### config.mk
export PLATFORM = sky130hd
export DESIGN_NAME = regfile_writeback
export DESIGN_NICKNAME = d
export VERILOG_FILES = /design/src/rtl/regfile_writeback.sv
export SDC_FILE = /design/constraint.sdc
export NUM_CORES = 1
export LEC_CHECK = 0
export BUFFER_PORTS_ARGS = -buffer_cell sky130_fd_sc_hd__buf_2
export CAP_MARGIN = 20
export CORE_ASPECT_RATIO = 1.2
export CORE_MARGIN = 4
export CORE_UTILIZATION = 50
export DETAILED_ROUTE_END_ITERATION = 10
export GPL_TIMING_DRIVEN = 0
export PLACE_DENSITY = 0.77
export SYNTH_ARGS = -nofsm -noshare
export SYNTH_HDL_FRONTEND = slang
export SYNTH_SLANG_ARGS = --single-unit
### constraint.sdc
create_clock -name clk -period 5.4 [get_ports clk]
set_input_delay 1.08 -clock clk [delete_from_list [all_inputs] [get_ports clk]]
set_output_delay 1.08 -clock clk [all_outputs]
set_load 0.01 [all_outputs]
### src/rtl/regfile_writeback.sv
// Register-file writeback: arbitrates single-cycle ALU results against a small
// load-result FIFO and drives one registered write per cycle, dropping writes to r0.
module regfile_writeback #(
    parameter int DATA_W    = 32,
    parameter int ADDR_W    = 5,
    parameter int MEM_DEPTH = 4
) (
    input  logic                           clk,
    input  logic                           rst_n,
    input  logic                           alu_valid,
    input  logic [ADDR_W-1:0]              alu_rd,
    input  logic [DATA_W-1:0]              alu_data,
    input  logic                           mem_valid,
    output logic                           mem_ready,
    input  logic [ADDR_W-1:0]              mem_rd,
    input  logic [DATA_W-1:0]              mem_data,
    input  logic                           flush,
    output logic                           reg_write,
    output logic [ADDR_W-1:0]              write_reg,
    output logic [DATA_W-1:0]              write_data,
    output logic [$clog2(MEM_DEPTH):0]     mem_count
);

    localparam int PTR_W = $clog2(MEM_DEPTH);
    localparam int CNT_W = PTR_W + 1;

    logic [DATA_W-1:0] fifo_data_r [MEM_DEPTH];
    logic [ADDR_W-1:0] fifo_rd_r   [MEM_DEPTH];
    logic [PTR_W-1:0]  wr_ptr_r;
    logic [PTR_W-1:0]  rd_ptr_r;
    logic [CNT_W-1:0]  count_r;

    logic              reg_write_r;
    logic [ADDR_W-1:0] write_reg_r;
    logic [DATA_W-1:0] write_data_r;

    logic              alu_sel_s;
    logic              push_s;
    logic              pop_s;
    logic              wr_sel_s;
    logic [ADDR_W-1:0] sel_reg_s;
    logic [DATA_W-1:0] sel_data_s;

    // Readiness looks only at current occupancy, so a same-cycle pop never frees a slot.
    assign mem_ready  = (count_r != CNT_W'(MEM_DEPTH));
    assign mem_count  = count_r;
    assign reg_write  = reg_write_r;
    assign write_reg  = write_reg_r;
    assign write_data = write_data_r;

    // Source arbitration: ALU first, then FIFO head; r0 loads handshake but are never stored.
    always_comb begin
        alu_sel_s  = 1'b0;
        push_s     = 1'b0;
        pop_s      = 1'b0;
        wr_sel_s   = 1'b0;
        sel_reg_s  = write_reg_r;
        sel_data_s = write_data_r;

        alu_sel_s = alu_valid && (alu_rd != {ADDR_W{1'b0}});
        push_s    = mem_valid && mem_ready && (mem_rd != {ADDR_W{1'b0}}) && !flush;
        pop_s     = !alu_sel_s && (count_r != {CNT_W{1'b0}}) && !flush;
        wr_sel_s  = alu_sel_s || pop_s;

        if (alu_sel_s) begin
            sel_reg_s  = alu_rd;
            sel_data_s = alu_data;
        end else if (pop_s) begin
            sel_reg_s  = fifo_rd_r[rd_ptr_r];
            sel_data_s = fifo_data_r[rd_ptr_r];
        end else begin
            sel_reg_s  = write_reg_r;
            sel_data_s = write_data_r;
        end
    end

    // FIFO pointers and occupancy; flush wins over any push or pop on the same edge.
    always_ff @(posedge clk or negedge rst_n) begin
        if (!rst_n) begin
            wr_ptr_r <= {PTR_W{1'b0}};
            rd_ptr_r <= {PTR_W{1'b0}};
            count_r  <= {CNT_W{1'b0}};
        end else if (flush) begin
            wr_ptr_r <= {PTR_W{1'b0}};
            rd_ptr_r <= {PTR_W{1'b0}};
            count_r  <= {CNT_W{1'b0}};
        end else begin
            if (push_s) begin
                wr_ptr_r <= wr_ptr_r + PTR_W'(1);
            end
            if (pop_s) begin
                rd_ptr_r <= rd_ptr_r + PTR_W'(1);
            end
            case ({push_s, pop_s})
                2'b10:   count_r <= count_r + CNT_W'(1);
                2'b01:   count_r <= count_r - CNT_W'(1);
                default: count_r <= count_r;
            endcase
        end
    end

    // FIFO storage; contents need no reset since occupancy gates every read.
    always_ff @(posedge clk) begin
        if (push_s) begin
            fifo_data_r[wr_ptr_r] <= mem_data;
            fifo_rd_r[wr_ptr_r]   <= mem_rd;
        end
    end

    // Registered write port: enable every edge, address/data only when a write is selected.
    always_ff @(posedge clk or negedge rst_n) begin
        if (!rst_n) begin
            reg_write_r  <= 1'b0;
            write_reg_r  <= {ADDR_W{1'b0}};
            write_data_r <= {DATA_W{1'b0}};
        end else begin
            reg_write_r  <= wr_sel_s;
            write_reg_r  <= sel_reg_s;
            write_data_r <= sel_data_s;
        end
    end

endmodule

==> impl_metrics.tcl, run 1 <==
set metrics [dict create \
    grt_use_met2 0.317 \
    arrival_ps 3210 \
    synth_area_leaders "edfxtp_1, dfrtp_1, mux4_2" \
    drive_gt1_frac 0.492 \
    clock-sinks 193 \
    num_vias 3956 \
    netlist-cell-type-count 35 \
    end_kind "register" \
    relSlewSlack 0.530 \
    firstDrtPassIters 4 \
    finalPower_mw 4.10 \
    fill_cells 1111 \
    multiInputGateArea_mm2 0.00209 \
    nets 606 \
    maxCapViolCount 0 \
    hold_viol_final 0 \
    ys_seq_area_frac 0.712 \
    hold_start "write_data[4]" \
    drtIter0Drc 180 \
    core_mm2 0.0151 \
    critPathMaxFanout 9 \
    path_class "in2reg" \
    synth_top_area_cell "edfxtp_1" \
    die_h_um 145 \
    drt_wl_total_mm 15.2 \
    hpwl_mm 10.1 \
    startpoint "mem_rd[0]" \
    clk_latency_ps 430 \
    setup_ws_ps 2550 \
    antenna_found_initial 0 \
    cp.required_ps 5760 \
    syn2layout_area_growth_pct 19.8 \
    cp_slowest_stage_delay_ps 590 \
    syn_area_mm2 0.00782 \
    finClkSkew_ps 9.83 \
    layout_min_cycle_time_ps 2850 \
    synthTopCellsByCount "edfxtp_1, dfrtp_1, mux4_2, mux2_2, mux2_1" \
    place.gp.congestion 0.739 \
    rows 49 \
    cts-htree-levels 4 \
    drc 0 \
    dominantRegCellSynth "edfxtp_1" \
    finalCritPeriodShare 0.528 \
    grt_pass1_vias 4354 \
    fin_util 0.619 \
    synthCells 378 \
    grt_usage 0.182 \
    yosys_warnings 0 \
    io_buffers 120 \
    grtUsageMet1 0.226 \
    postRouteAntennaNets 0 \
    synth_top_area_frac 0.568 \
    ctsLongestPathBuffers 2 \
    ff_latch_area_mm2 0.00557 \
    cts_tree "yes" \
    placed_area_mm2 0.00880 \
    grtUsageMet3 0.0436 \
    syn_nets 462 \
    ioPinCount 121 \
    wl_per_cell_um 20.5 \
    ys_async_sr_fraction 0.233 \
    cts_buffers 17 \
    r2r-start "mem_count[1]" \
    synth_seq_cells 193 \
    cts_root_buf "clkbuf_16" \
    syn_area_per_cell_um2 20.7 \
    postLayoutCellArea_mm2 0.00937 \
    die_w_um 122 \
    cp_top_family "simple AND/OR/NAND/NOR gates" \
    place_ws_ps 2080 \
    setup_violations 0 \
    synth_edf_count 148 \
    largest_reg_flops 128 \
    worst-path-buf-inv 1 \
    grt_first_pass_wirelength_mm 23.9 \
    gr-max-usage-layer "met2" \
    ir_drop_mv 0.245 \
    dieArea_mm2 0.0177 \
    slew_violations 0 \
    hold_buffers 0 \
    routed_via_density 5.35 \
    worst_slew_pin_slew_ps 704 \
    max_flop_register "fifo_data_r" \
    grt_max_degree 24 \
    cp-start-kind "input port" \
    power_leakage_nw 3.51 \
    fmax_mhz 351 \
    postCtsSetupBuffers 0 \
    yosysMostFrequentCell "edfxtp_1" \
    grt-ovfl-total 0 \
    power.density_mw_per_mm2 438 \
    initial_utilization 0.517 \
    ctsResizeCount 0 \
    fin_tns_setup_ps 0 \
    cts.clk_slew.worst_paths_ps 70 \
    hp-class "reg2reg" \
    status "complete, no violations" \
    cp_slowest_cell "or4_1" \
    path_cells "buf_2 > or4_1 > o211ai_4 > nand2_1 > nor2_1 > fa_1 > nand2_1 > or4_1 > nand4_1" \
    grt_setup_unrepaired "false" \
]
cell type report:
type                    instances  area share
diodes                          1    0.000267
plain buffers                  18      0.0151
clock buffers                  23      0.0489
clock inverters                 9      0.0116
inverters                       7     0.00280
multi-input cells             160       0.223
flip-flops and latches        193       0.595
well taps                     204      0.0272
repair buffers                125      0.0764
cell families after synthesis:
| family | Yosys count | share of synthesized area |
|---|---|---|
| AOI/OAI and AO/OA | 6 | 0.00912 |
| xor gates and xnor gates | 4 | 0.00544 |
| adders and majority gates | 5 | 0.00896 |
| buffers and inverters | 25 | 0.0214 |
| DFF | 193 | 0.712 |
| muxes | 113 | 0.222 |
| and+or+nand+nor | 32 | 0.0214 |
cell usage in the layout (no fill, tap or decap), types with 2 or more instances in the layout:
cell type / n
nand2_1: 6
buf_6: 9
buf_2: 124
bufinv_16: 2
mux2_4: 15
dfrtp_1: 45
mux2_1: 16
inv_1: 7
nor2_1: 8
and2_2: 4
clkbuf_16: 17
mux2i_1: 10
nand4_1: 2
clkbuf_1: 8
clkinvlp_4: 2
mux2_2: 35
nand2b_1: 2
xnor2_1: 2
ha_1: 4
mux4_2: 37
inv_6: 2
nor3_1: 2
buf_12: 3
edfxtp_1: 148
o21ai_2: 2
clkinv_2: 2
buf_16: 2
or4_1: 3
where the power goes:
group	switching, mW	total (mW)	internal (mW)
sequential	0.0997	1.91	1.81
combinational	0.460	0.988	0.528
clock	0.509	1.21	0.696
through the flow:
stage,cells,hold slack (ps)
6_report,740,481
4_1_cts,739,486
3_5_place_dp,707,471
2_1_floorplan,378,529
5_1_grt,739,509
3_3_place_gp,702,463
layer usage:
metal  vias up  wire [µm]
li1       1790          -
met1      2062       6110
met2        86       8260
met3        18        580
met4         0        194
met5         -          0
worst paths after layout:
kind / slack [ps] / cells past startpoint / endpoint
worst max register to register: 3060 / 8 / mem_count[2]
min in group asynchronous: 650 / 1 / write_data[9]
worst min-delay path: 480 / 1 / write_data[4]
worst min register to register: 480 / 1 / write_data[4]
max in group asynchronous: 4180 / 2 / write_reg[0]
worst max-delay path: 2550 / 9 / mem_count[2]
(Power assumes the default switching activity.)
==> run 2, diff against run 1 <==
--- a/config.mk
+++ b/config.mk
@@ -12,7 +12,7 @@
 export CORE_UTILIZATION = 50
 export DETAILED_ROUTE_END_ITERATION = 10
 export GPL_TIMING_DRIVEN = 0
-export PLACE_DENSITY = 0.77
+export PLACE_DENSITY = 0.79
 export SYNTH_ARGS = -nofsm -noshare
 export SYNTH_HDL_FRONTEND = slang
 export SYNTH_SLANG_ARGS = --single-unit
==> constraint.sdc (replaced) <==
create_clock -name clk -period 2.4 [get_ports clk]
set_input_delay 0.48 -clock clk [delete_from_list [all_inputs] [get_ports clk]]
set_output_delay 0.48 -clock clk [all_outputs]
set_load 0.01 [all_outputs]
==> impl_metrics.tcl, run 2 (synthesis results as in run 1) <==
set metrics [dict create \
    drc 0 \
    hp-class "in2async" \
    power.share.clock 0.314 \
    status "complete, no violations" \
    maxCapViolCount 0 \
    grt-ovfl-total 0 \
    nets 606 \
    internal-power_mw 7.06 \
    layout_min_cycle_time_ps 2340 \
    num_vias 3958 \
    setup_violations 0 \
    finalPower_mw 9.49 \
    worst-path-buf-inv 0 \
    cts_buffers 17 \
    path_class "reg2reg" \
    grt_pass1_vias 4330 \
    seqPwrFrac 0.452 \
    grt_first_pass_wirelength_mm 23.7 \
    die_h_um 145 \
    cp-start-kind "register" \
    hold_viol_final 0 \
    hold_buffers 0 \
    final_common_cell "edfxtp_1" \
    cp_slowest_cell "and2_2" \
    fmax_mhz 427 \
    rr_worst_depth 4 \
    ioPinCount 121 \
    grt_use_met2 0.303 \
    relSlewSlack 0.301 \
    cp.required_ps 2430 \
    syn2layout_area_growth_pct 19.9 \
    cp_slowest_stage_delay_ps 890 \
    placed_area_mm2 0.00868 \
    cts_root_buf "clkbuf_16" \
    cp_top_family "simple AND/OR/NAND/NOR gates" \
    r2r-start "mem_count[2]" \
    end_kind "register" \
    layout_common_cells "edfxtp_1, buf_2, dfrtp_1" \
    drtIter0Drc 248 \
    slew_violations 0 \
    place.gp.congestion 0.766 \
    finalCritPeriodShare 0.975 \
    initial_utilization 0.517 \
    critPathMaxFanout 37 \
    max_flop_register "fifo_data_r" \
    grt_max_degree 46 \
    cts-htree-levels 4 \
    die_w_um 122 \
    hpwl_mm 9.48 \
    grt_setup_unrepaired "true" \
    firstDrtPassIters 7 \
    reg2reg_slack_ps 60 \
    worst_slew_pin_slew_ps 1050 \
    cts_tree "yes" \
    path_cells "or3b_2 > o211ai_4 > nor2_1 > and2_2" \
    ctsLongestPathBuffers 2 \
    dieArea_mm2 0.0177 \
    dp.cells 702 \
    postRouteAntennaNets 0 \
    fin_tns_setup_ps 0 \
    ir_drop_mv 0.506 \
    core_mm2 0.0151 \
    fin_util 0.619 \
    rows 49 \
    gr-max-usage-layer "met2" \
    routed_via_density 5.35 \
    cts.clk_slew.worst_paths_ps 70 \
    grtUsageMet3 0.0428 \
    reg2reg_to "fifo_data_r[2][7]" \
    postLayoutCellArea_mm2 0.00938 \
    finClkSkew_ps 10.8 \
    arrival_ps 2370 \
    setup_ws_ps 60.3 \
    switchingPower_mw 2.43 \
    fin_cells 740 \
    clock-sinks 193 \
    io_buffers 120 \
    p_comb_frac 0.234 \
    wl_per_cell_um 20.1 \
    antenna_found_initial 2 \
    timing.hold.ws_ps 76.8 \
    clk_latency_ps 410 \
    drive_gt1_frac 0.503 \
    place_ws_ps -319 \
    power.density_mw_per_mm2 1010 \
    power_leakage_nw 3.53 \
    grtUsageMet1 0.224 \
    grt_usage 0.179 \
    largest_reg_flops 128 \
    netSwitchingFraction 0.256 \
    drt_wl_total_mm 14.9 \
]
run 2: area by class of cell:
cell class | count | area, µm²
diodes | 1 | 2.50
plain buffers | 18 | 141
clock buffers | 20 | 457
clock inverters | 12 | 179
fillers | 1092 | 5770
inverters | 7 | 26.3
multi-input cells | 160 | 2100
flip-flops and latches | 193 | 5570
well taps | 204 | 255
repair buffers | 125 | 651
run 2: worst max-delay path by stage:
stage	start	to	slack, ps	cells past startpoint
floorplan	mem_rd[0]	mem_count[2]	50	8
global placement	mem_rd[0]	fifo_data_r[3][15]	-250	5
detailed placement	mem_rd[0]	mem_count[2]	-320	9
CTS	mem_count[2]	fifo_data_r[1][12]	30	4
global route	mem_count[2]	fifo_data_r[3][7]	-70	4
finish	mem_count[2]	fifo_data_r[2][7]	60	4
run 2: repair_timing:
item                                    4_1_cts  5_1_grt
setup buffers                                 0        4
endpoints found under the setup margin        0      149
gates resized for setup                       0        3
endpoints found under the hold margin         0        0
run 2: per-layer routing:
metal / routed length (µm) / share of wire / vias to the layer above
met4: 263 / 0.018 / 2
met5: 7 / 0.00047 / -
li1: - / - / 1789
met1: 5970 / 0.40 / 2020
met3: 727 / 0.049 / 24
met2: 7930 / 0.53 / 123
run 2: power by group through the flow:
stage	registers (mW)	clock network, mW	logic, mW
after floorplan	4.47	0	1.35
after detailed placement	4.35	0	2.23
final	4.29	2.98	2.22
after global placement	4.32	0	2.18
after global routing	4.35	3.18	2.41
after CTS	4.29	3.03	2.25
